[config.mk]
export PLATFORM = sky130hd
export DESIGN_NAME = ov9655_tx
export DESIGN_NICKNAME = d
export VERILOG_FILES = /design/src/rtl/ov9655_pkg.sv /design/src/rtl/ov9655_pclk_gen.sv /design/src/rtl/ov9655_tx.sv
export SDC_FILE = /design/constraint.sdc
export NUM_CORES = 1
export LEC_CHECK = 0
export ABC_AREA = 1
export BUFFER_PORTS_ARGS = -buffer_cell sky130_fd_sc_hd__buf_2
export CAP_MARGIN = 10
export CORE_MARGIN = 3
export CORE_UTILIZATION = 30
export CTS_BUF_LIST = sky130_fd_sc_hd__clkbuf_8
export CTS_CLUSTER_DIAMETER = 100
export DETAILED_ROUTE_END_ITERATION = 10
export PLACE_DENSITY = 0.46
export SKIP_CTS_REPAIR_TIMING = 1
export SLEW_MARGIN = 20
export SYNTH_ARGS = -nofsm -noshare
export SYNTH_HDL_FRONTEND = slang
export SYNTH_SLANG_ARGS = --single-unit
[constraint.sdc]
create_clock -name clk -period 7.7 [get_ports clk]
set_input_delay 0 -clock clk [delete_from_list [all_inputs] [get_ports clk]]
set_output_delay 0 -clock clk [all_outputs]
set_load 0.05 [all_outputs]
[src/rtl/ov9655_pkg.sv]
// Shared definitions for the OV9655 parallel-bus emulator and its capture side.
// Holds the frame state encoding, RGB565 field positions and byte packing.
package ov9655_pkg;

  typedef enum logic [2:0] {
    ST_IDLE,
    ST_VSYNC,
    ST_VBACK,
    ST_ACTIVE,
    ST_VFRONT
  } state_t;

  localparam int unsigned R_LSB = 16;
  localparam int unsigned R_W   = 5;
  localparam int unsigned G_LSB = 8;
  localparam int unsigned G_W   = 6;
  localparam int unsigned B_LSB = 0;
  localparam int unsigned B_W   = 5;

  // First byte carries {R, G[5:3]}, second byte carries {G[2:0], B}.
  function automatic logic [7:0] pack_byte(input logic [31:0] word, input logic second);
    logic [R_W-1:0] r;
    logic [G_W-1:0] g;
    logic [B_W-1:0] b;
    r = word[R_LSB +: R_W];
    g = word[G_LSB +: G_W];
    b = word[B_LSB +: B_W];
    return second ? {g[2:0], b} : {r, g[5:3]};
  endfunction

endpackage

[src/rtl/ov9655_pclk_gen.sv]
// Free-running pixel clock divider with single-cycle edge strobes.
// The strobes mark the system-clock cycle in which pclk_o is about to toggle.
module ov9655_pclk_gen #(
  parameter logic [7:0] C_PCLK_DIV = 8'd3
) (
  input  logic clk,
  input  logic resetn,
  output logic pclk_o,
  output logic fall_evt,
  output logic rise_evt
);

  logic [7:0] cnt;
  logic       tc;

  assign tc       = (cnt == C_PCLK_DIV - 8'd1);
  assign fall_evt = tc && pclk_o;
  assign rise_evt = tc && !pclk_o;

  always_ff @(posedge clk or negedge resetn) begin
    if (!resetn) begin
      cnt    <= '0;
      pclk_o <= 1'b0;
    end else if (tc) begin
      cnt    <= '0;
      pclk_o <= ~pclk_o;
    end else begin
      cnt <= cnt + 8'd1;
    end
  end

endmodule

[src/rtl/ov9655_tx.sv]
// OV9655 sensor-side bus emulator: turns a 32-bit RGB565 pixel stream into
// pclk/href/vsync/data with line and frame blanking.
module ov9655_tx
  import ov9655_pkg::*;
#(
  parameter logic [7:0]  C_PCLK_DIV     = 8'd3,
  parameter logic [15:0] C_HBLANK       = 16'd64,
  parameter logic [7:0]  C_VSYNC_LINES  = 8'd3,
  parameter logic [7:0]  C_VBACK_LINES  = 8'd17,
  parameter logic [7:0]  C_VFRONT_LINES = 8'd10
) (
  input  logic        clk,
  input  logic        resetn,
  input  logic        en_i,
  input  logic [15:0] line_pixels_i,
  input  logic [15:0] frame_lines_i,
  input  logic [31:0] s_dat_i,
  input  logic        s_valid_i,
  input  logic        s_last_i,
  input  logic        s_sof_i,
  output logic        s_ready_o,
  output logic        pclk_o,
  output logic [9:0]  dat_o,
  output logic        href_o,
  output logic        vsync_o,
  output logic        busy_o,
  output logic [31:0] frames_o,
  output logic        underrun_o,
  output logic        sync_err_o
);

  logic        fall_evt;
  state_t      state, state_n;
  logic [17:0] h_cnt, h_n;
  logic [15:0] v_cnt, v_n;
  logic [15:0] lp, fl;
  logic [17:0] act_len, line_len;
  logic [15:0] state_lines;
  logic        line_end, last_line;
  logic        enter_vs, frame_done;
  logic        pix_n, consume, exp_last, exp_sof;
  logic [31:0] hold_w;
  logic        hold_last, hold_sof, full, pair_ok;

  ov9655_pclk_gen #(
    .C_PCLK_DIV (C_PCLK_DIV)
  ) u_pclk (
    .clk      (clk),
    .resetn   (resetn),
    .pclk_o   (pclk_o),
    .fall_evt (fall_evt),
    .rise_evt ()
  );

  assign act_len   = {1'b0, lp, 1'b0};
  assign line_len  = act_len + {2'b00, C_HBLANK};
  assign line_end  = (h_cnt == line_len - 18'd1);
  assign last_line = (v_cnt == state_lines - 16'd1);

  always_comb begin
    unique case (state)
      ST_VSYNC:  state_lines = {8'h00, C_VSYNC_LINES};
      ST_VBACK:  state_lines = {8'h00, C_VBACK_LINES};
      ST_ACTIVE: state_lines = fl;
      default:   state_lines = {8'h00, C_VFRONT_LINES};
    endcase
  end

  // Registers hold the bus position currently on the pins; on each pclk fall
  // the next position is computed and the outputs are driven from it.
  always_comb begin
    state_n    = state;
    h_n        = h_cnt;
    v_n        = v_cnt;
    enter_vs   = 1'b0;
    frame_done = 1'b0;
    if (state == ST_IDLE) begin
      if (en_i) begin
        state_n  = ST_VSYNC;
        h_n      = '0;
        v_n      = '0;
        enter_vs = 1'b1;
      end
    end else if (!line_end) begin
      h_n = h_cnt + 18'd1;
    end else begin
      h_n = '0;
      if (!last_line) begin
        v_n = v_cnt + 16'd1;
      end else begin
        v_n = '0;
        unique case (state)
          ST_VSYNC:  state_n = ST_VBACK;
          ST_VBACK:  state_n = ST_ACTIVE;
          ST_ACTIVE: state_n = ST_VFRONT;
          default: begin
            frame_done = 1'b1;
            enter_vs   = en_i;
            state_n    = en_i ? ST_VSYNC : ST_IDLE;
          end
        endcase
      end
    end
  end

  assign pix_n    = (state_n == ST_ACTIVE) && (h_n < act_len);
  // A pair that started empty is not consumed, so a late word is kept whole.
  assign consume  = fall_evt && pix_n && h_n[0] && pair_ok;
  assign exp_last = (h_n == act_len - 18'd1);
  assign exp_sof  = (v_n == 16'd0) && (h_n == 18'd1);

  assign busy_o    = (state != ST_IDLE);
  assign s_ready_o = busy_o && (!full || consume);

  always_ff @(posedge clk or negedge resetn) begin
    if (!resetn) begin
      state    <= ST_IDLE;
      h_cnt    <= '0;
      v_cnt    <= '0;
      lp       <= '0;
      fl       <= '0;
      href_o   <= 1'b0;
      vsync_o  <= 1'b0;
      dat_o    <= '0;
      pair_ok  <= 1'b0;
      frames_o <= '0;
    end else if (fall_evt) begin
      state   <= state_n;
      h_cnt   <= h_n;
      v_cnt   <= v_n;
      vsync_o <= (state_n == ST_VSYNC);
      href_o  <= pix_n;
      if (enter_vs) begin
        lp <= line_pixels_i;
        fl <= frame_lines_i;
      end
      if (!pix_n) begin
        dat_o <= '0;
      end else if (!h_n[0]) begin
        pair_ok <= full;
        dat_o   <= full ? {pack_byte(hold_w, 1'b0), 2'b00} : '0;
      end else begin
        dat_o <= pair_ok ? {pack_byte(hold_w, 1'b1), 2'b00} : '0;
      end
      if (frame_done) begin
        frames_o <= frames_o + 32'd1;
      end else if (enter_vs) begin
        frames_o <= '0;
      end
    end
  end

  always_ff @(posedge clk or negedge resetn) begin
    if (!resetn) begin
      hold_w     <= '0;
      hold_last  <= 1'b0;
      hold_sof   <= 1'b0;
      full       <= 1'b0;
      underrun_o <= 1'b0;
      sync_err_o <= 1'b0;
    end else begin
      if (s_valid_i && s_ready_o) begin
        hold_w    <= s_dat_i;
        hold_last <= s_last_i;
        hold_sof  <= s_sof_i;
        full      <= 1'b1;
      end else if (consume) begin
        full <= 1'b0;
      end
      if (state == ST_IDLE && !en_i) begin
        underrun_o <= 1'b0;
        sync_err_o <= 1'b0;
      end else begin
        if (fall_evt && pix_n && !h_n[0] && !full)
          underrun_o <= 1'b1;
        if (consume && ((hold_last != exp_last) || (hold_sof != exp_sof)))
          sync_err_o <= 1'b1;
      end
    end
  end

endmodule

**After elaboration in Yosys (flattened, before gate mapping)**

Cells that the tools add are included.

- Bits in registers: 149
- Input port bits: 70
- Output and inout port bits: 49
- Word-level logic and storage cells: 105

- Add/subtract/negate cells: 8
- Order comparisons: 1
- Equality and inequality tests: 12
- Multiplexer cells: 36
- Bitwise operators: 2
- Reductions and logical operators: 28

Operators with widths:

| kind | count |
|---|---|
| $mux 16 | 4 |
| $mux 32 | 2 |
| $mux 18 | 3 |
| $pmux 16 s3 | 1 |
| $mux 10 | 4 |
| $eq 18x18->1 | 2 |
| $add 32x1->32 const B | 1 |
| $add 17x7->18 const B | 1 |
| $add 18x1->18 const B | 1 |
| $eq 18x1->1 const B | 1 |
| $lt 18x17->1 | 1 |
| $sub 17x1->18 const B | 1 |
| $sub 18x1->18 const B | 1 |
| $add 16x1->16 const B | 1 |
| $eq 16x16->1 | 1 |
| $logic_not 16->1 | 1 |
| $mux 1 | 16 |
| $sub 16x1->16 const B | 1 |
| $logic_and 1x1->1 | 12 |
| $mux 3 | 4 |
| $eq 3x2->1 const B | 3 |
| $pmux 3 s3 | 1 |
| $add 8x1->8 const B | 1 |
| $eq 8x2->1 const B | 1 |
| 12 further kinds | 22 |

**Logic depth before layout (Yosys ltp)**

Gate-level depths: netlist of the first run.

- Depth in word-level cells: 16
- Gate-level depth with buffers: 36
- Gate-level depth less buffers: 34

**By module**

A second synthesis of the first run with hierarchy kept.

- Cell total of the unflattened synthesis: 1,595
- Area, all modules: 10,546.4 sq um

Modules (own cells, without submodules):

| module | instances | cells an instance | area an instance (sq um) | sequential area each (sq um) |
|---|---|---|---|---|
| ov9655_tx | 1 | 1,535 | 10,089.7 | 3,328.2 |
| ov9655_pclk_gen | 1 | 60 | 456.7 | 225.2 |

**Worst setup path after synthesis of the first run**

No wires, ideal clock.

- Path kind: reg2reg
- Start: reg lp[0]
- End: reg hold_last
- Library setup time: 65 ps
- Data arrival time: 4,034 ps
- Data required time: 7,635 ps
- Setup slack: 3,601 ps
- Stages on the path, launching flop included: 35
- Path buffers: 2
- Clock period less this slack: 4,099 ps
- Cells stage by stage: dfrtp_1 > inv_2 > ha_1 > inv_1 > nor2_1 > nand2_1 > nand3_1 > nand2_1 > inv_1 > nor2_1 > nand2_1 > nor2_1 > nand2_1 > nor2_1 > nand2_2 > buf_2 > nand3b_1 > nand2_1 > ha_1 > a21oi_1 > o21ai_0 > nand2_1 > nand4_1 > nand4_1 > nand2_1 > nand3_1 > a21boi_0 > nor3_2 > nand3_2 > nor2_4 > nand3_2 > a21oi_4 > buf_6 > nand3_1 > nand2_1

- Longest elaborated chain between the ends: 13
- Elaborated cells between the ends (all ways): 16
- Those cells by class: 2 x add/sub; 1 x order compare; 2 x eq/ne; 4 x mux; 7 x reduce/logical

RTL lines:

| item | RTL line | text |
|---|---|---|
| from (decl) | ov9655_tx.sv:36 | `logic [15:0] lp, fl;` |
| from (signal assigned) | ov9655_tx.sv:134 | `lp <= line_pixels_i;` |
| $add 17x7->18 | ov9655_tx.sv:56 | `assign line_len = act_len + {2'b00, C_HBLANK};` |
| $sub 18x1->18 | ov9655_tx.sv:57 | `assign line_end = (h_cnt == line_len - 18'd1);` |
| $eq 18x18->1 | ov9655_tx.sv:57 |  |
| $mux 18 | ov9655_tx.sv:84 | `end else if (!line_end) begin` |
| $mux 18 | ov9655_tx.sv:77 | `if (state == ST_IDLE) begin` |
| net h_n[3] | ov9655_tx.sv:34 | `logic [17:0] h_cnt, h_n;` |
| $lt 18x17->1 | ov9655_tx.sv:106 | `assign pix_n = (state_n == ST_ACTIVE) && (h_n < act_len);` |
| $logic_and 1x1->1 | ov9655_tx.sv:106 |  |
| $logic_and 1x1->1 (3 in series) | ov9655_tx.sv:108 | `assign consume = fall_evt && pix_n && h_n[0] && pair_ok;` |
| $logic_or 1x1->1 | ov9655_tx.sv:113 | `assign s_ready_o = busy_o && (!full \|\| consume);` |
| $logic_and 1x1->1 | ov9655_tx.sv:113 |  |
| net s_ready_o | ov9655_tx.sv:21 | `output logic s_ready_o,` |
| $logic_and 1x1->1 | ov9655_tx.sv:162 | `if (s_valid_i && s_ready_o) begin` |
| to (signal assigned) | ov9655_tx.sv:164 | `hold_last <= s_last_i;` |
| to (decl) | ov9655_tx.sv:43 | `logic hold_last, hold_sof, full, pair_ok;` |

The timed path passes the listed nets, and every way through them passes these cells.
A chain may end at the register's enable or synchronous reset.

**Worst setup path in the final report of the first run**

- Start: reg lp[0]
- End: reg hold_last

- Longest elaborated chain between the ends: 13
- Elaborated cells between the ends (all ways): 16
- Those cells by class: 2 x add/sub; 1 x order compare; 2 x eq/ne; 4 x mux; 7 x reduce/logical

RTL lines:

| item | RTL line |
|---|---|
| $add 17x7->18 | ov9655_tx.sv:56 |
| $sub 18x1->18 | ov9655_tx.sv:57 |
| $eq 18x18->1 | ov9655_tx.sv:57 |
| $mux 18 | ov9655_tx.sv:84 |
| $mux 18 | ov9655_tx.sv:77 |
| net h_n[6] | ov9655_tx.sv:34 |
| $lt 18x17->1 | ov9655_tx.sv:106 |
| $logic_and 1x1->1 | ov9655_tx.sv:106 |
| $logic_and 1x1->1 (3 in series) | ov9655_tx.sv:108 |
| $logic_or 1x1->1 | ov9655_tx.sv:113 |
| $logic_and 1x1->1 | ov9655_tx.sv:113 |
| $logic_and 1x1->1 | ov9655_tx.sv:162 |

The timed path passes the listed nets, and every way through them passes these cells.

==> impl_results.md, run 1 <==
* Status: finished with violations
* Failing checks: hold timing
* Core area at 33700 µm²
* Commonest non-fill, non-tap cell in the layout: nand2_1
* Largest family of logic cells by synthesized area: simple AND/OR/NAND/NOR gates
* Max-Cap Viols at 0
* Syn Std Cell Area at 10300 µm²
* Placed cell count at 1991
* Max stage delay on crit path at 0.60 ns
* Simple-Gate Fraction of Synth Area at 38.3%
* Compound-Gate Fraction of Synth Area at 9.52%
* Total grt overflow at 0
* Antenna violations before repair at 0
* Antenna cells at 0
* Num rows at 67
* Clock sinks at 142
* Synth cell types at 51
* First drt pass iteration count at 5
* Warnings, synthesis at 0
* Final Hold Fails at 3
* Sequential-to-total area share from yosys stat at 34.5%
* Slew headroom at 32.6%
* Lkg Pwr at 6.25 nW
* Syn-to-layout area delta at 18.7%
* Finish-stage setup viols at 0
* FILL cells at 3717
* Vias at 10200
* DRC violations left at 0
* Post-DP HPWL at 24.2 mm
* Final wirelength at 33.6 mm
* CP arrival at 6.23 ns
* Post-synthesis mux area share at 1.20%
* Hold Path Class: input pin to register
* Die Wd at 191 µm
* DRT iter0 DRCs at 660
* Tcrit/Tclk final at 75.4%
* Min Hold Slack at -0.0279 ns
* Minimum clock period at 5.81 ns
* Core Util, Final at 36.3%
* Gr usage total at 18.5%
* RSZ-0062 raised after global routing: no
* Crit end category: register
* Setup CP Type: register to register
* Final non-filler cell area at 12200 µm²
* Tightest Pin Transition at 1.01 ns
* Share of layout cells above drive strength 1 at 13.2%
* Die ar. at 36600 µm²
* CTS tree: done
* Number of nets in the layout at 1721
* #FFs+latches synth at 142
* Non-Filler Instances at 2088
* Critical Path Fanout Max at 19
* Worst path required time at 8.12 ns
* Total CTS buffers at 17
* Max Root-Sink Buffers at 2
* First-pass GRT wire length at 53.2 mm
* CP Buf/Inv Count at 3
* Mapped Cells at 1482
* Max VDD drop at 0.105 mV
* DP Area at 11200 µm²
* Clock Latency Late Sink at 0.49 ns
* Max Slew Vio Count at 0
* TNS Setup at 0 ns
* Clock Skews at 0.0181 ns
* Clk slew on worst S/H paths at 0.09 ns
* H-tree depth at 4
* Final ANT Viol Nets at 0
* Worst setup SP type: register
* Chip height at 191 µm
* Gp weighted congestion at 0.864
* Crit path max-delay family: simple AND/OR/NAND/NOR gates
* CP max-delay cell: dlygate4sd3_1
* Fmax achieved at 172 MHz
* Port bufs at 100
* Power per cell area at 128 nW/µm²
* Drt via density at 4.87
* CTS root buf: clkbuf_8
* Starting Density at 30.6%
* Post-Synth Adder-Cell Area at 2.79%
* XOR/XNOR share of the synthesized area at 4.85%
* Most frequent cells in the layout: nand2_1, inv_1, nor2_1, dfrtp_1, nand3_1
* Vias in the first global route at 9437
* Most frequent CP cell: nand2_1
* Largest net degree at the start of global routing at 78
* IO Count at 119
* Syn_area_per_cell at 6.95 µm²
* Routed WL per cell at 16.1 µm
[worst reg2reg max path: cells and delay by family, from the launching register on]
| kind | cells | cell delay [ns] |
|---|---|---|
| simple gates | 25 | 3.33 |
| fa+ha+maj | 2 | 0.48 |
| flops | 1 | 0.44 |
| buf+inv | 3 | 0.79 |
| compound gates | 3 | 0.72 |
[registers in the layout, indices dropped and copies added (netlist names)]
| name | cells |
|---|---|
| full | 1 |
| dat_o | 8 |
| state | 3 |
| fl | 16 |
| hold_last | 1 |
| pair_ok | 1 |
| lp | 16 |
| underrun_o | 1 |
| h_cnt | 18 |
| v_cnt | 16 |
| hold_w | 16 |
| href_o | 1 |
| vsync_o | 1 |
| u_pclk.pclk_o | 1 |
| sync_err_o | 1 |
| u_pclk.cnt | 8 |
| hold_sof | 1 |
| frames_o | 32 |
[cells by family (layout without fill, tap and decap cells)]
group / count (synthesis) / in the layout
adders and majority gates: 23 / 23
other: 1 / 2
DFF: 142 / 142
AOI/OAI and AO/OA: 166 / 166
and+or+nand+nor: 859 / 859
xor gates and xnor gates: 57 / 57
buffers and inverters: 223 / 380
muxes: 11 / 11
[synth_stat cells, drive strengths merged]
| cell | count | area (µm²) |
|---|---|---|
| o21a | 2 | 22.5 |
| a21oi | 66 | 345 |
| nand3b | 20 | 150 |
| nor3 | 27 | 163 |
| a31oi | 2 | 12.5 |
| buf | 21 | 144 |
| nand2 | 427 | 1640 |
| nor4b | 1 | 8.76 |
| o21bai | 5 | 37.5 |
| inv | 174 | 653 |
| dfrtp | 142 | 3550 |
| nand4 | 48 | 337 |
| o22ai | 26 | 169 |
| nor2 | 184 | 773 |
| o31ai | 10 | 75.1 |
| nor3b | 1 | 7.51 |
| xnor2 | 5 | 43.8 |
| o41ai | 1 | 8.76 |
| conb | 1 | 3.75 |
| nand3 | 140 | 798 |
| or2 | 3 | 18.8 |
| xor2 | 52 | 455 |
| mux2 | 11 | 124 |
| o32ai | 9 | 78.8 |
| nor4 | 6 | 37.5 |
| o21ai | 44 | 224 |
| and3 | 2 | 12.5 |
| ha | 23 | 288 |
| a21boi | 1 | 7.51 |
| clkinv | 1 | 3.75 |
| clkbuf | 27 | 103 |
[layout make-up]
class,instances,area (µm²),area share [%]
Inverter,175,657,5.37
Tap cell,448,561,4.58
Sequential cell,142,3550,29.1
Clock inverter,14,146,1.20
Clock buffer,17,234,1.91
Timing Repair Buffer,174,1230,10.0
Multi-Input combinational cell,1118,5850,47.8
[final timing paths]
kind,from,endpoint,slack (ns),cells after the start
worst max-delay path,lp[0],hold_last,1.89,33
worst min-delay path,s_valid_i,hold_w[0],-0.03,3
worst max register to register,lp[0],hold_last,1.89,33
worst min register to register,hold_w[8],hold_w[8],0.49,2
max in group asynchronous,resetn,hold_w[17],6.11,3
min in group asynchronous,resetn,fl[9],0.13,2
[per-layer routing]
metal | share of wire [%] | track usage (%) | up-vias
met5 | 0 | 0 | -
met4 | 0.84 | 4.15 | 0
met3 | 4.0 | 2.64 | 19
met2 | 44 | 28.4 | 224
met1 | 51 | 27.5 | 4791
li1 | - | - | 5136
[where the power goes]
part / internal [mW] / switching, mW / leakage [nW]
combinational: 0.0573 / 0.0778 / 4.36
clock: 0.286 / 0.336 / 0.193
sequential: 0.781 / 0.0259 / 1.69
total: 1.12 / 0.439 / 6.25
[through the flow]
| step | power (mW) | setup WS, ns |
|---|---|---|
| 2_1_floorplan | 0.883 | 3.60 |
| 3_3_place_gp | 0.934 | 2.40 |
| 3_5_place_dp | 0.935 | 2.42 |
| 4_1_cts | 1.57 | 1.84 |
| 5_1_grt | 1.64 | 1.26 |
| 6_report | 1.56 | 1.89 |
Note: power is estimated with default switching activity, not from simulation.
==> run 2: changes to the inputs <==
Settings changed: ABC_AREA 1 to 0, PLACE_DENSITY 0.46 to 0.45.
Clock period 7.7 ns to 5.9 ns, I/O delays scaled along.
==> impl_results.md, run 2 <==
* Status: finished with violations (unchanged)
* Failing checks: hold timing (unchanged)
* Synth cell count leaders: dfrtp_1, nor2_1, nand2_1 (was nand2_1, inv_1, nor2_1)
* #FFs+latches synth at 142 (unchanged)
* Vias at 10300 (was 10200)
* H-tree depth at 4 (unchanged)
* Total grt overflow at 0 (unchanged)
* Max reg flops at 32 (unchanged)
* Worst Setup SP: lp[1] (was lp[0])
* Total CTS buffers at 17 (unchanged)
* IO Count at 119 (unchanged)
* Share of layout cells above drive strength 1 at 20.5% (was 13.2%)
* Fmax achieved at 178 MHz (was 172 MHz)
* R2r setup slk at 0.29 ns (was 1.89 ns)
* Setup CP Type: register to register (unchanged)
* Port bufs at 100 (unchanged)
* Clock group share of total power at 40.7% (was 39.8%)
* Lkg Pwr at 5.53 nW (was 6.25 nW)
* Antenna cells at 0 (unchanged)
* Area contributors post-synth: dfrtp_1, mux2_2, xnor2_1, xor2_1, nor2_1 (was dfrtp_1, nand2_1, nand3_1, inv_1, nor2_1)
* Worst path required time at 6.27 ns (was 8.12 ns)
* Syn_area_per_cell at 8.53 µm² (was 6.95 µm²)
* Min Hold Slack at -0.00580 ns (was -0.0279 ns)
* Antenna violations before repair at 0 (unchanged)
* Power per cell area at 142 nW/µm² (was 128 nW/µm²)
* Synth area leader: dfrtp_1 (unchanged)
* Tightest Pin Transition at 1.10 ns (was 1.01 ns)
* Most common cell in the synthesized netlist: dfrtp_1 (was nand2_1)
* Final Worst Setup Slack at 0.293 ns (was 1.89 ns)
* Logic pwr share at 5.1% (was 8.6%)
* Num rows at 68 (was 67)
* Reg power frac at 54.1% (was 51.6%)
* Drt via density at 5.50 (was 4.87)
* Syn-to-layout area delta at 19.7% (was 18.7%)
* Commonest non-fill, non-tap cell in the layout: dfrtp_1 (was nand2_1)
* Clock Latency Late Sink at 0.48 ns (was 0.49 ns)
* Dominant synthesized flop cell: dfrtp_1 (unchanged)
* Clk slew on worst S/H paths at 0.09 ns (about the same)
* EDFF count, synth at 0 (unchanged)
* Warnings, synthesis at 0 (unchanged)
* DRC violations left at 0 (unchanged)
* Clock sinks at 142 (unchanged)
* Clock Skews at 0.0139 ns (was 0.0181 ns)
* Top cell type's share of synthesized area at 32.9% (was 34.5%)
* First drt pass iteration count at 5 (unchanged)
* Hold Path Class: input pin to asynchronous set/reset pin (was input pin to register)
* Mapped Cells at 1267 (was 1482)
* DRT iter0 DRCs at 656 (was 660)
* Switching Power at 0.491 mW (was 0.439 mW)
* Max Slew Vio Count at 0 (unchanged)
* Slew headroom at 25.1% (was 32.6%)
* Syn Std Cell Area at 10800 µm² (was 10300 µm²)
* Most frequent cells in the layout: dfrtp_1, nor2_1, nand2_1, buf_2 (was nand2_1, inv_1, nor2_1, dfrtp_1, nand3_1)
* Net Sw Frac at 26.7% (was 28.1%)
* Synth cell types at 94 (was 51)
* Max-Cap Viols at 0 (unchanged)
* Sequential-to-total area share from yosys stat at 32.9% (was 34.5%)
* P_int at 1.35 mW (was 1.12 mW)
* Top reg by flops: frames_o (unchanged)
* Die ar. at 38400 µm² (was 36600 µm²)
* RSZ-0062 raised after global routing: no (unchanged)
* Gp weighted congestion at 0.915 (was 0.864)
* Non-Filler Instances at 1879 (was 2088)
* CTS tree: done (unchanged)
* Worst setup SP type: register (unchanged)
* Core area at 35100 µm² (was 33700 µm²)
* Async SR Flop Fraction at 100% (unchanged)
* Place WS at 0.0928 ns (was 2.42 ns)
* Tcrit/Tclk final at 95.0% (was 75.4%)
* Placed cell count at 1789 (was 1991)
* Crit end category: register (unchanged)
* Gr usage total at 19.2% (was 18.5%)
* Largest net degree at the start of global routing at 54 (was 78)
* Final wirelength at 37.5 mm (was 33.6 mm)
* Die Wd at 196 µm (was 191 µm)
* Final ANT Viol Nets at 0 (unchanged)
* Largest regs: frames_o x32, h_cnt x18 (unchanged)
* Starting Density at 30.8% (was 30.6%)
* Critical Path Fanout Max at 6 (was 19)
* Minimum clock period at 5.61 ns (was 5.81 ns)
* First-pass GRT wire length at 58.5 mm (was 53.2 mm)
* Chip height at 196 µm (was 191 µm)
* CP arrival at 5.98 ns (was 6.23 ns)
* CTS root buf: clkbuf_8 (unchanged)
* Finish-stage setup viols at 0 (unchanged)
* FILL cells at 3729 (was 3717)
* Max Root-Sink Buffers at 2 (unchanged)
* Final Hold Fails at 4 (was 3)
* Routed WL per cell at 19.9 µm (was 16.1 µm)
* Post-DP HPWL at 27.9 mm (was 24.2 mm)
* Max VDD drop at 0.156 mV (was 0.105 mV)
* Number of nets in the layout at 1504 (was 1721)
* Reg2Reg Launch Point: lp[1] (was lp[0])
* TNS Setup at 0 ns (unchanged)
* Vias in the first global route at 9866 (was 9437)
## run 2: cell count changes in the layout (fill, tap and decap cells not counted), sizes merged, moves of 28 or more
cell,delta
and3,+28
buf,+53
inv,-136
mux2,+40
nand2,-323
nand3,-56
nor2,-76
o21ai,+34
xnor2,+46
## run 2: final timing paths
check                                endpoint  cells after the start
worst max-delay path               sync_err_o                     19
worst min-delay path                    lp[6]                      2
worst max register to register     sync_err_o                     19
worst min register to register  u_pclk.cnt[7]                      1
max in group asynchronous        frames_o[15]                      3
min in group clk                     state[0]                      3
## run 2: area by class of cell
| type | count | area [µm²] | share of cell area [%] |
|---|---|---|---|
| multi-input cells | 1001 | 6820 | 52.7 |
| flip-flops and latches | 142 | 3560 | 27.5 |
| repair buffers | 214 | 1510 | 11.6 |
| well taps | 455 | 569 | 4.40 |
| clock buffers | 18 | 248 | 1.91 |
| inverters | 35 | 131 | 1.01 |
| clock inverters | 14 | 113 | 0.870 |
## run 2: stage by stage
step	util, %	area, µm²	total power [mW]
after global placement	34.1	11900	1.08
after global routing	36.9	12900	1.94
after floorplan	-	10800	1.04
after CTS	35.1	12300	1.85
final	36.9	12900	1.84
after detailed placement	34.1	11900	1.08
## run 2: power groups by stage
stage | Sequential, mW | Combinational, mW | Clock (mW)
finish | 0.995 | 0.0946 | 0.749
global route | 0.997 | 0.109 | 0.829
CTS | 0.995 | 0.0704 | 0.786
detailed placement | 1.01 | 0.0701 | 0
global placement | 1.01 | 0.0693 | 0
floorplan | 1.01 | 0.0268 | 0
## run 2: cells by family (layout without fill, tap and decap cells)
logic type | after synthesis | after routing | synth area share [%]
adders and majority gates | 23 | 23 | 2.66
buffers and inverters | 125 | 281 | 4.84
xor gates and xnor gates | 101 | 101 | 8.58
DFF | 142 | 142 | 32.9
AOI/OAI and AO/OA | 288 | 288 | 18.9
other | 1 | 2 | 0.0347
muxes | 59 | 59 | 6.05
and+or+nand+nor | 528 | 528 | 26.1
## run 2: metal layers
metal / track usage (%) / part of all wire, % / vias up
met5: 0 / 0 / -
met4: 4.99 / 1.7 / 0
met3: 3.61 / 5.3 / 23
met2: 31.2 / 47 / 279
met1: 26.5 / 46 / 5081
li1: - / - / 4952
## run 2: critical path, stage by stage (launching register included)
cell,delay [ns]
dfrtp_1,0.39
inv_1,0.08
ha_2,0.24
or3b_2,0.51
xnor2_1,0.16
a221oi_1,0.30
nand4_1,0.12
buf_4,0.18
a2111oi_4,0.30
nor2_1,0.13
a22oi_2,0.22
ha_1,0.26
or3_1,0.38
or4_1,0.55
or4_1,0.52
a2111o_1,0.44
a2111oi_4,0.26
nand4_1,0.16
a211oi_2,0.25
nor2_1,0.07
==> run 3: changes to the inputs <==
Settings changed: ABC_AREA 0 to 1, PLACE_DENSITY 0.45 to 0.46.
==> impl_results.md, run 3 (synthesis gave the netlist of run 1 again) <==
* Status: finished clean (was finished with violations)
* Tightest Pin Transition at 0.993 ns (was 1.10 ns)
* Post-DP HPWL at 24.6 mm (was 27.9 mm)
* Min Hold Slack at 0.149 ns (was -0.00580 ns)
* Minimum clock period at 5.31 ns (was 5.61 ns)
* Number of nets in the layout at 1718 (was 1504)
* FILL cells at 3667 (was 3729)
* Commonest non-fill, non-tap cell in the layout: nand2_1 (was dfrtp_1)
* Worst setup SP type: register (unchanged)
* Top reg by flops: frames_o (unchanged)
* Core Util, Final at 36.3% (was 36.9%)
* CTS tree: done (unchanged)
* Max stage delay on crit path at 0.43 ns (was 0.55 ns)
* Vias at 10200 (was 10300)
* Core area at 33700 µm² (was 35100 µm²)
* Max VDD drop at 0.159 mV (was 0.156 mV)
* RSZ-0062 raised after global routing: no (unchanged)
* Final wirelength at 33.7 mm (was 37.5 mm)
* Max-Cap Viols at 0 (unchanged)
* Worst path required time at 5.90 ns (was 6.27 ns)
* Max Slew Vio Count at 0 (unchanged)
* Overall power at 2.18 mW (was 1.84 mW)
* Slew headroom at 33.7% (was 25.1%)
* Hold Path Class: input pin to asynchronous set/reset pin (unchanged)
* Clock Latency Late Sink at 0.49 ns (was 0.48 ns)
* CP Buf/Inv Count at 3 (was 2)
* Largest net degree at the start of global routing at 79 (was 54)
* H-tree depth at 4 (unchanged)
* Finish-stage setup viols at 0 (unchanged)
* DRC violations left at 0 (unchanged)
* DP Area at 11200 µm² (was 11900 µm²)
* Gr usage total at 18.7% (was 19.2%)
* Total grt overflow at 0 (unchanged)
* DRT iter0 DRCs at 600 (was 656)
* Final non-filler cell area at 12200 µm² (was 12900 µm²)
* First drt pass iteration count at 5 (unchanged)
* Vias in the first global route at 9742 (was 9866)
* Chip height at 191 µm (was 196 µm)
* Drt via density at 4.90 (was 5.50)
* Max Root-Sink Buffers at 2 (unchanged)
* Starting Density at 30.6% (was 30.8%)
* Clock Skews at 0.0159 ns (was 0.0139 ns)
* Total CTS buffers at 17 (unchanged)
* Syn-to-layout area delta at 18.9% (was 19.7%)
* First-pass GRT wire length at 53.9 mm (was 58.5 mm)
* Port bufs at 100 (unchanged)
* Max reg flops at 32 (unchanged)
* Setup CP Type: register to output pin (was register to register)
* Routed WL per cell at 16.2 µm (was 19.9 µm)
* Antenna violations before repair at 0 (unchanged)
* Share of layout cells above drive strength 1 at 14.0% (was 20.5%)
* IO Count at 119 (unchanged)
* Num rows at 67 (was 68)
* Most frequent cells in the layout: nand2_1, inv_1, nor2_1, dfrtp_1, nand3_1 (was dfrtp_1, nor2_1, nand2_1, buf_2)
* CP max-delay cell: dfrtp_1 (was or4_1)
* Largest regs: frames_o x32, h_cnt x18 (unchanged)
* Critical Path Fanout Max at 10 (was 6)
* Die ar. at 36600 µm² (was 38400 µm²)
* Most frequent CP cell: nand2_1
* Final Hold Fails at 0 (was 4)
* Power per cell area at 178 nW/µm² (was 142 nW/µm²)
* CTS root buf: clkbuf_8 (unchanged)
* Clock sinks at 142 (unchanged)
* Antenna cells at 0 (unchanged)
* Tcrit/Tclk final at 90.0% (was 95.0%)
* Crit end category: output pin (was register)
* Clk slew on worst S/H paths at 0.10 ns (was 0.09 ns)
* CP arrival at 5.31 ns (was 5.98 ns)
* Multi-input logic area at 5850 µm² (was 6820 µm²)
* Final ANT Viol Nets at 0 (unchanged)
* Gp weighted congestion at 0.863 (was 0.915)
* Die Wd at 191 µm (was 196 µm)
* TNS Setup at 0 ns (unchanged)
* Storage cell area at 3550 µm² (was 3560 µm²)
* Fmax achieved at 188 MHz (was 178 MHz)
* Lkg Pwr at 6.31 nW (was 5.53 nW)
* Crit path max-delay family: simple AND/OR/NAND/NOR gates (unchanged)
## run 3: cell count changes in the layout (fill, tap and decap cells not counted), moves of 37 or more
cell and change:
inv_1 +130, buf_4 -43, nand2_1 +315, nand3_1 +51, xnor2_1 -46, nor2_1 +57
o21ai_0 -37
## run 3: cell type report
class | count | area share, %
inverters | 175 | 5.36
multi-input cells | 1118 | 47.7
flip-flops and latches | 142 | 29.0
repair buffers | 171 | 9.57
clock inverters | 13 | 1.60
clock buffers | 19 | 2.13
well taps | 448 | 4.58
## run 3: path summary, 6_finish.rpt
| kind | start | to | slack, ns | depth (start not counted) |
|---|---|---|---|---|
| min | resetn | fl[2] | 0.15 | 2 |
| max reg2reg | lp[0] | hold_w[4] | 0.62 | 33 |
| min in group clk | en_i | vsync_o | 0.15 | 5 |
| max in group asynchronous | resetn | dat_o[6] | 4.35 | 3 |
| min reg2reg | hold_w[16] | hold_w[16] | 0.49 | 2 |
| max | lp[0] | s_ready_o | 0.59 | 31 |
## run 3: power by group
group	switching (mW)	total, mW	internal, mW	leakage (nW)
Combinational	0.101	0.177	0.0758	4.39
Clock	0.461	0.954	0.493	0.230
Sequential	0.0339	1.05	1.02	1.69
Total	0.596	2.18	1.59	6.31
## run 3: stage by stage
| step | instances | setup slack, ns |
|---|---|---|
| after floorplan | 1483 | 1.80 |
| after global placement | 1995 | 0.869 |
| after detailed placement | 1995 | 0.883 |
| after CTS | 2027 | 0.304 |
| after global routing | 2086 | 0.0197 |
| final | 2086 | 0.593 |
## run 3: layer usage
metal  global-route usage (%)  part of all wire [%]
met5                        0                     0
met4                     4.52                   1.2
met3                     3.14                   4.6
met2                     28.7                    44
met1                     27.5                    50
